**src/rtl/regfile_pkg.sv**
```systemverilog
// regfile_pkg: shared types and default sizing for the 2-read/1-write register file.
// Contents:
//   rf_state_t     - sweep FSM state (CLEAR zeroes storage, IDLE is normal use)
//   RF_*           - default parameters used by the datapath top
//   addr_in_range  - true when an address selects an implemented register
package regfile_pkg;

  typedef enum logic {
    ST_CLEAR = 1'b0,
    ST_IDLE  = 1'b1
  } rf_state_t;

  localparam int RF_DATA_W     = 16;
  localparam int RF_NUM_REGS   = 8;
  localparam int RF_RESULT_IDX = 3;
  localparam int RF_BYPASS     = 1;

  // Non-power-of-two depths leave holes at the top of the address space.
  function automatic logic addr_in_range(input logic [31:0] addr, input logic [31:0] num_regs);
    return (addr < num_regs);
  endfunction

endpackage

```
**src/rtl/regfile_read_port.sv**
```systemverilog
// regfile_read_port: one combinational read port of regfile_2r1w.
// Ports:
//   i_ready                 - file is in IDLE; all outputs are forced to 0 otherwise
//   i_rd_en / i_rd_addr     - read request
//   i_mem_flat / i_busy     - flattened storage and pending-write scoreboard
//   i_wr_en/_addr/_data     - same-cycle write, forwarded when BYPASS is set
//   i_rsv_en / i_rsv_addr   - same-cycle reserve (keeps a bypassed read busy)
//   o_rd_data / o_busy      - read data (0 when disabled) and pending flag
module regfile_read_port
  import regfile_pkg::*;
#(
  parameter int DATA_W   = RF_DATA_W,
  parameter int NUM_REGS = RF_NUM_REGS,
  parameter int ADDR_W   = $clog2(NUM_REGS),
  parameter int BYPASS   = RF_BYPASS
) (
  input  logic                       i_ready,
  input  logic                       i_rd_en,
  input  logic [ADDR_W-1:0]          i_rd_addr,
  input  logic [NUM_REGS*DATA_W-1:0] i_mem_flat,
  input  logic [NUM_REGS-1:0]        i_busy,
  input  logic                       i_wr_en,
  input  logic [ADDR_W-1:0]          i_wr_addr,
  input  logic [DATA_W-1:0]          i_wr_data,
  input  logic                       i_rsv_en,
  input  logic [ADDR_W-1:0]          i_rsv_addr,
  output logic [DATA_W-1:0]          o_rd_data,
  output logic                       o_busy
);

  localparam bit BYP_EN = (BYPASS != 32'sd0);

  logic              w_in_range;
  logic [ADDR_W-1:0] w_idx;
  logic              w_wr_hit;
  logic              w_rsv_hit;
  logic [DATA_W-1:0] w_stored;

  // Decode, range check, bypass selection and enable gating.
  always_comb begin
    w_in_range = addr_in_range(32'(i_rd_addr), 32'(NUM_REGS));
    // Out-of-range addresses are steered to entry 0 so the select stays inside the vector.
    w_idx      = w_in_range ? i_rd_addr : '0;
    w_wr_hit   = BYP_EN && i_wr_en && (i_wr_addr == i_rd_addr);
    w_rsv_hit  = i_rsv_en && (i_rsv_addr == i_rd_addr);
    w_stored   = i_mem_flat[w_idx*DATA_W +: DATA_W];
    if (!i_ready || !w_in_range) begin
      o_rd_data = '0;
      o_busy    = 1'b0;
    end else if (w_wr_hit) begin
      // Forwarded write clears pending, but a coincident reserve wins.
      o_rd_data = i_rd_en ? i_wr_data : '0;
      o_busy    = w_rsv_hit;
    end else begin
      o_rd_data = i_rd_en ? w_stored : '0;
      o_busy    = i_busy[w_idx];
    end
  end

endmodule

```
**src/rtl/regfile_2r1w.sv**
```systemverilog
// regfile_2r1w: parametrised register file, two combinational read ports, one
// write port, pending-write scoreboard and a zeroing sweep after reset/clr_req.
// Ports:
//   clk, reset                     - rising-edge clock, synchronous active-high reset
//   wr_en / wr_addr / wr_data      - write port (IDLE only)
//   rd_en_x / rd_addr_x            - read port A/B request
//   rd_data_x / busy_x             - read port A/B data and pending flag
//   rsv_en / rsv_addr              - mark a register pending (IDLE only)
//   clr_req                        - start a clear sweep (IDLE only)
//   ready                          - 1 in IDLE, 0 during the sweep
//   result                         - fixed tap of register RESULT_IDX
module regfile_2r1w
  import regfile_pkg::*;
#(
  parameter int DATA_W     = RF_DATA_W,
  parameter int NUM_REGS   = RF_NUM_REGS,
  parameter int ADDR_W     = $clog2(NUM_REGS),
  parameter int RESULT_IDX = RF_RESULT_IDX,
  parameter int BYPASS     = RF_BYPASS
) (
  input  logic              clk,
  input  logic              reset,
  input  logic              wr_en,
  input  logic [ADDR_W-1:0] wr_addr,
  input  logic [DATA_W-1:0] wr_data,
  input  logic              rd_en_a,
  input  logic [ADDR_W-1:0] rd_addr_a,
  output logic [DATA_W-1:0] rd_data_a,
  output logic              busy_a,
  input  logic              rd_en_b,
  input  logic [ADDR_W-1:0] rd_addr_b,
  output logic [DATA_W-1:0] rd_data_b,
  output logic              busy_b,
  input  logic              rsv_en,
  input  logic [ADDR_W-1:0] rsv_addr,
  input  logic              clr_req,
  output logic              ready,
  output logic [DATA_W-1:0] result
);

  localparam logic [ADDR_W-1:0] LAST_PTR = ADDR_W'(NUM_REGS - 1);

  rf_state_t                  r_state;
  logic [ADDR_W-1:0]          r_ptr;
  logic [DATA_W-1:0]          r_mem [NUM_REGS];
  logic [NUM_REGS-1:0]        r_busy;
  logic [NUM_REGS*DATA_W-1:0] w_mem_flat;
  logic                       w_idle;
  logic                       w_wr_ok;
  logic                       w_rsv_ok;

  assign w_idle   = (r_state == ST_IDLE);
  assign w_wr_ok  = w_idle && wr_en && addr_in_range(32'(wr_addr), 32'(NUM_REGS));
  assign w_rsv_ok = w_idle && rsv_en && addr_in_range(32'(rsv_addr), 32'(NUM_REGS));

  // Sweep FSM: CLEAR walks ptr over every register, IDLE waits for clr_req.
  always_ff @(posedge clk) begin
    if (reset) begin
      r_state <= ST_CLEAR;
      r_ptr   <= '0;
    end else begin
      case (r_state)
        ST_CLEAR: begin
          if (r_ptr == LAST_PTR) begin
            r_state <= ST_IDLE;
            r_ptr   <= '0;
          end else begin
            r_state <= ST_CLEAR;
            r_ptr   <= r_ptr + ADDR_W'(1);
          end
        end
        ST_IDLE: begin
          r_state <= clr_req ? ST_CLEAR : ST_IDLE;
          r_ptr   <= '0;
        end
        default: begin
          r_state <= ST_CLEAR;
          r_ptr   <= '0;
        end
      endcase
    end
  end

  // Reset-less storage so it maps onto distributed RAM; the sweep provides the zeroing.
  always_ff @(posedge clk) begin
    if (!reset && (r_state == ST_CLEAR)) begin
      r_mem[r_ptr] <= '0;
    end else if (!reset && w_wr_ok) begin
      r_mem[wr_addr] <= wr_data;
    end
  end

  // Pending-write scoreboard; the reserve update comes last so it wins on a shared address.
  always_ff @(posedge clk) begin
    if (reset) begin
      r_busy <= '0;
    end else if (w_idle && clr_req) begin
      r_busy <= '0;
    end else begin
      if (w_wr_ok) begin
        r_busy[wr_addr] <= 1'b0;
      end
      if (w_rsv_ok) begin
        r_busy[rsv_addr] <= 1'b1;
      end
    end
  end

  for (genvar g = 0; g < NUM_REGS; g++) begin : g_flat
    assign w_mem_flat[g*DATA_W +: DATA_W] = r_mem[g];
  end

  assign ready  = w_idle;
  assign result = w_idle ? r_mem[RESULT_IDX] : '0;

  regfile_read_port #(
    .DATA_W  (DATA_W),
    .NUM_REGS(NUM_REGS),
    .ADDR_W  (ADDR_W),
    .BYPASS  (BYPASS)
  ) u_port_a (
    .i_ready   (w_idle),
    .i_rd_en   (rd_en_a),
    .i_rd_addr (rd_addr_a),
    .i_mem_flat(w_mem_flat),
    .i_busy    (r_busy),
    .i_wr_en   (wr_en),
    .i_wr_addr (wr_addr),
    .i_wr_data (wr_data),
    .i_rsv_en  (rsv_en),
    .i_rsv_addr(rsv_addr),
    .o_rd_data (rd_data_a),
    .o_busy    (busy_a)
  );

  regfile_read_port #(
    .DATA_W  (DATA_W),
    .NUM_REGS(NUM_REGS),
    .ADDR_W  (ADDR_W),
    .BYPASS  (BYPASS)
  ) u_port_b (
    .i_ready   (w_idle),
    .i_rd_en   (rd_en_b),
    .i_rd_addr (rd_addr_b),
    .i_mem_flat(w_mem_flat),
    .i_busy    (r_busy),
    .i_wr_en   (wr_en),
    .i_wr_addr (wr_addr),
    .i_wr_data (wr_data),
    .i_rsv_en  (rsv_en),
    .i_rsv_addr(rsv_addr),
    .o_rd_data (rd_data_b),
    .o_busy    (busy_b)
  );

endmodule

```
**config.mk**
```make
export PLATFORM = sky130hd
export DESIGN_NAME = regfile_2r1w
export DESIGN_NICKNAME = d
export VERILOG_FILES = /design/src/rtl/regfile_pkg.sv /design/src/rtl/regfile_read_port.sv /design/src/rtl/regfile_2r1w.sv
export SDC_FILE = /design/constraint.sdc
export NUM_CORES = 1
export LEC_CHECK = 0
export BUFFER_PORTS_ARGS = -buffer_cell sky130_fd_sc_hd__buf_2
export CAP_MARGIN = 20
export CORE_UTILIZATION = 39
export CTS_BUF_LIST = sky130_fd_sc_hd__clkbuf_16
export DETAILED_ROUTE_END_ITERATION = 16
export SLEW_MARGIN = 20
export SYNTH_ARGS = -nofsm -noshare
export SYNTH_HDL_FRONTEND = slang
export SYNTH_HIERARCHICAL = 1
export SYNTH_SLANG_ARGS = --single-unit
```
**constraint.sdc**
```tcl
create_clock -name clk -period 5.5 [get_ports clk]
set_clock_uncertainty 0.2 [all_clocks]
set_input_delay 0.55 -clock clk [delete_from_list [all_inputs] [get_ports clk]]
set_output_delay 0.55 -clock clk [all_outputs]
set_load 0.02 [all_outputs]
```
# ---- Word level (Yosys, flattened, before mapping)
# Memories as Yosys holds them, arrays and structs flattened.
# Cells that the tools add are included.
dict set report word_totals {
  latchBits 0
  ff_bits 12
  mem_bits_ro 0
  ramBits 128
  wordCells 74
  memories 1
}
# name words word_bits read_ports rd_clocked_by_memory_dff wr line
set mem_list {}
lappend mem_list {r_mem 8 16 8 0 1 regfile_2r1w.sv:45} ;# logic [DATA_W-1:0] r_mem [NUM_REGS];
dict set report classes {
  reduce_logical 14
  order_cmp 6
  div 0
  bitwise 4
  addsub 1
  multipliers 0
  shifts 2
  eq_ne 5
  muxes 38
}
# cell count
set op_table {}
lappend op_table {{$shiftx 128x8->16} 2}
lappend op_table {{$mux 16} 10}
lappend op_table {{$mux 8} 4}
lappend op_table {{$lt 3x4->1 const B} 4}
lappend op_table {{$mux 1} 16}
lappend op_table {{$reduce_or 16->1} 1}
lappend op_table {{$eq 3x3->1} 4}
lappend op_table {{$logic_and 1x1->1} 11}
lappend op_table {{$and 8x8->8} 1}
lappend op_table {{$not 8->8} 1}
lappend op_table {{$or 8x8->8} 1}
lappend op_table {{$bmux 1 s3} 2}
lappend op_table {{$demux 1 s3} 2}
lappend op_table {{$ge 3x1->1 const B} 2}
lappend op_table {{$mux 3} 2}
lappend op_table {{$pmux 3 s2} 1}
lappend op_table {{$add 3x1->3 const B} 1}
lappend op_table {{$eq 3x3->1 const B} 1}
lappend op_table {{$pmux 1 s2} 1}
lappend op_table {{$reduce_or 2->1} 1}
lappend op_table {{$logic_not 1->1} 1}
lappend op_table {{$not 1->1} 1}

# ---- Depth between registers and ports, before layout
dict set report logic_depth {
  ltp_word 11
  depth_mapped 7
}

# ---- Modules after synthesis
# Netlist, hierarchy kept.
# mod area_per_inst_um2 instances cells_per_inst
set by_module_without_submodules {}
lappend by_module_without_submodules {regfile_2r1w 4735.8 1 238}
lappend by_module_without_submodules {regfile_read_port 1368.8 2 146}

# ---- Worst setup path after synthesis
# Ideal clock, no wire load.
dict set report synth_timing {
  kind {input to output}
  startpoint {input rd_addr_a[2]}
  endpoint {output rd_data_a[10]}
  path_buffers 3
  required_time_ns 4.750
  path_slack_ns 2.828
  arrival_time_ns 1.922
  cell_stages 7
  cell_sequence {buf_4 -> xnor2_2 -> and4_1 -> clkbuf_2 -> buf_2 -> a211oi_1 -> nor3_1}
}
dict set report synth_between {
  elab_chain_cells 4
  word_cells_on_any_way 6
}
# item line
set synth_rtl {}
lappend synth_rtl {{start, declared} regfile_2r1w.sv:27} ;# input logic [ADDR_W-1:0] rd_addr_a,
lappend synth_rtl {{$shiftx 128x8->16 or $eq 3x3->1 (tied branches)} {regfile_read_port.sv:46, regfile_read_port.sv:44}}
lappend synth_rtl {{$mux 16 or $logic_and 1x1->1 (tied branches)} {regfile_read_port.sv:55, regfile_read_port.sv:44}}
lappend synth_rtl {{$mux 16 *} regfile_read_port.sv:50} ;# end else if (w_wr_hit) begin
lappend synth_rtl {{$mux 16 *} regfile_read_port.sv:47} ;# if (!i_ready || !w_in_range) begin
lappend synth_rtl {{end, declared} regfile_2r1w.sv:28} ;# output logic [DATA_W-1:0] rd_data_a,
# Mark *: on every way between the ends. The rest lies on a longest branch, timed or not.

# ---- Worst setup path after layout
dict set report layout_timing {
  startpoint {input rd_addr_a[2]}
  endpoint {output rd_data_a[14]}
}
# The elaborated chain is that of the path after synthesis.

==> flow_metrics.tcl <==
set metrics [dict create \
    clock.fmax_mhz 280.7 \
    cts_buffers 17 \
    gp_congestion 0.8234 \
    final_design_area_no_fill_um2 8588 \
    layout_commonest_cell "edfxtp_1" \
    path_clk_slew_ps 60 \
    core_um2 18770 \
    design.die.area_um2 19720 \
    ant_nets 0 \
    end_kind "output pin" \
    tightest_slew_ps 902.2 \
    seq_area_frac_synth_pct 54.65 \
    io_pins 86 \
    fp-row-count 50 \
    root_buffer "clkbuf_16" \
    synth_top_flop_cell "edfxtp_1" \
    synth_area_leaders "edfxtp_1, mux2i_1, mux4_1" \
    cts_tree "yes" \
    die_h_um 140.4 \
    nNetsFinal 646 \
    syn_avg_cell_area_um2 14.10 \
    firstDrtPassIters 5 \
    dpl_cell_area_um2 8014 \
    cp_max_fo 27 \
    crit_arrival_ps 2810 \
    clk_latency_ps 420 \
    powerDensity_nw_per_um2 295.6 \
    tns_ps 0 \
    synth_edf_count 128 \
    period_needed_ps 3562 \
    netlist_instances 530 \
    synth_seq_cells 140 \
    relSlewSlack_pct 39.70 \
    num_antenna_cells 0 \
    status "finished, final reports clean" \
    start_kind "input pin" \
    viasPerCell 6.007 \
    area_delta_synth_final_pct 14.92 \
    drc 0 \
    antenna_found_initial 0 \
    fin_crit_sh_pct 64.77 \
    min_path_type "input pin to flop" \
    grt_max_degree 52 \
    synth_area_um2 7473 \
    dpl.cell_count 824 \
    vias 5142 \
    grt_first_pass_wirelength_mm 31.55 \
    worst_ep_required_time_ps 4750 \
    cts_setup_buffers 0 \
    max-vdd-ir-drop_v 0.0002002 \
    die_w_um 140.4 \
    holdBufCountCts 0 \
    grt_usage_pct 21.92 \
    clock-sinks 140 \
    yosysWarningCount 6 \
    synth_top_area_share_pct 51.43 \
    finalSetupViolCount 0 \
    start_util_pct 39.82 \
    yosysUniqueCellTypes 46 \
    final_cell_mix "edfxtp_1, buf_2, mux2i_1, nor2_1" \
    maxCapViolations 0 \
    layout.cells.non_filler 856 \
    io_buffer_count 85 \
    syn-num-nets 567 \
    path_class "input pin to output pin" \
    grt_pass1_vias 5299 \
    post-synth-top-area-cell "edfxtp_1" \
    clockBufferDepth 2 \
    async_reset_ff_share_pct 0 \
    route.final.wire_length_mm 20.47 \
    drive_gt1_share_pct 25.40 \
    dr.first_iter.drc_count 381 \
    rsz0062_at_grt "no" \
    finalMaxSlewViolations 0 \
    dp_hpwl_mm 13.32 \
    p_leak_nw 3.315 \
    post_cts_resized 0 \
    hold_viol_final 0 \
    grt_overflow_total 0 \
    ctsHtreeMaxLevel 4 \
    wl_per_cell_um 23.91 \
]
-- critical path, stage by stage --
cell and delay, ps:
buf_2 620, buf_4 540, mux4_2 570, mux2i_1 180, a211oi_1 110, buf_2 210
-- synthesized netlist by cell type (4+ instances only) --
master and number:
inv_1 4, dfxtp_1 12, edfxtp_1 128, buf_6 9, buf_2 15, xnor2_1 10
clkbuf_1 7, buf_4 6, a211oi_1 34, o22ai_1 32, mux2i_1 69, and2_1 34
nor3_1 32, mux4_2 18, mux4_1 18, nor2b_1 4, nor2_1 43, o311ai_0 4
nand2_1 7
-- cells by family after synthesis --
logic type | Yosys count | share of synthesized area [%]
AOI/OAI and AO/OA | 86 | 8.271
and+or+nand+nor | 139 | 9.760
muxes | 106 | 21.20
adders and majority gates | 2 | 0.3348
xor gates and xnor gates | 12 | 1.607
buffers and inverters | 45 | 4.186
DFF | 140 | 54.65
-- power breakdown --
group,switching (mW),internal (mW)
registers,0.0136,1.18
logic,0.139,0.0927
clock network,0.453,0.665
-- flip-flops by register name, summed over array words and instances (netlist names) --
name,cells
r_mem,128
r_busy,8
r_ptr,3
ready,1
-- per-stage QoR --
| stage | util [%] | power, mW | setup slack [ps] | hold slack [ps] |
|---|---|---|---|---|
| after floorplan | - | 1.369 | 2828 | 249.2 |
| after global placement | 42.70 | 1.435 | 1938 | 276.9 |
| final | 45.76 | 2.539 | 1938 | 214.4 |
| after detailed placement | 42.70 | 1.441 | 1920 | 299.8 |
| after CTS | 45.76 | 2.547 | 1917 | 193.1 |
| after global routing | 45.76 | 2.611 | 1825 | 210.5 |
-- routing by layer --
layer	global-route usage [%]	up-vias	share of wire (%)
li1	-	2290	-
met3	4.034	30	4.7
met1	28.75	2640	43
met5	0	-	0
met4	8.676	0	2.1
met2	36.03	182	50
-- cell type report --
class | instances | area [µm²]
flip-flops and latches | 140 | 4084
inverters | 4 | 15.01
clock buffers | 17 | 425.4
clock inverters | 15 | 148.9
multi-input cells | 345 | 3077
fillers | 1683 | 10180
repair buffers | 101 | 545.5
well taps | 234 | 292.8
-- path summary, 6_finish.rpt --
path / start / end / slack, ps / depth (start not counted)
max: rd_addr_a[2] / rd_data_a[14] / 1940 / 6
min: reset / r_ptr[0] / 210 / 2
max reg2reg: ready / r_mem[7][15] / 2400 / 5
min reg2reg: r_ptr[0] / r_ptr[0] / 310 / 1
(Power assumes the default switching activity.)
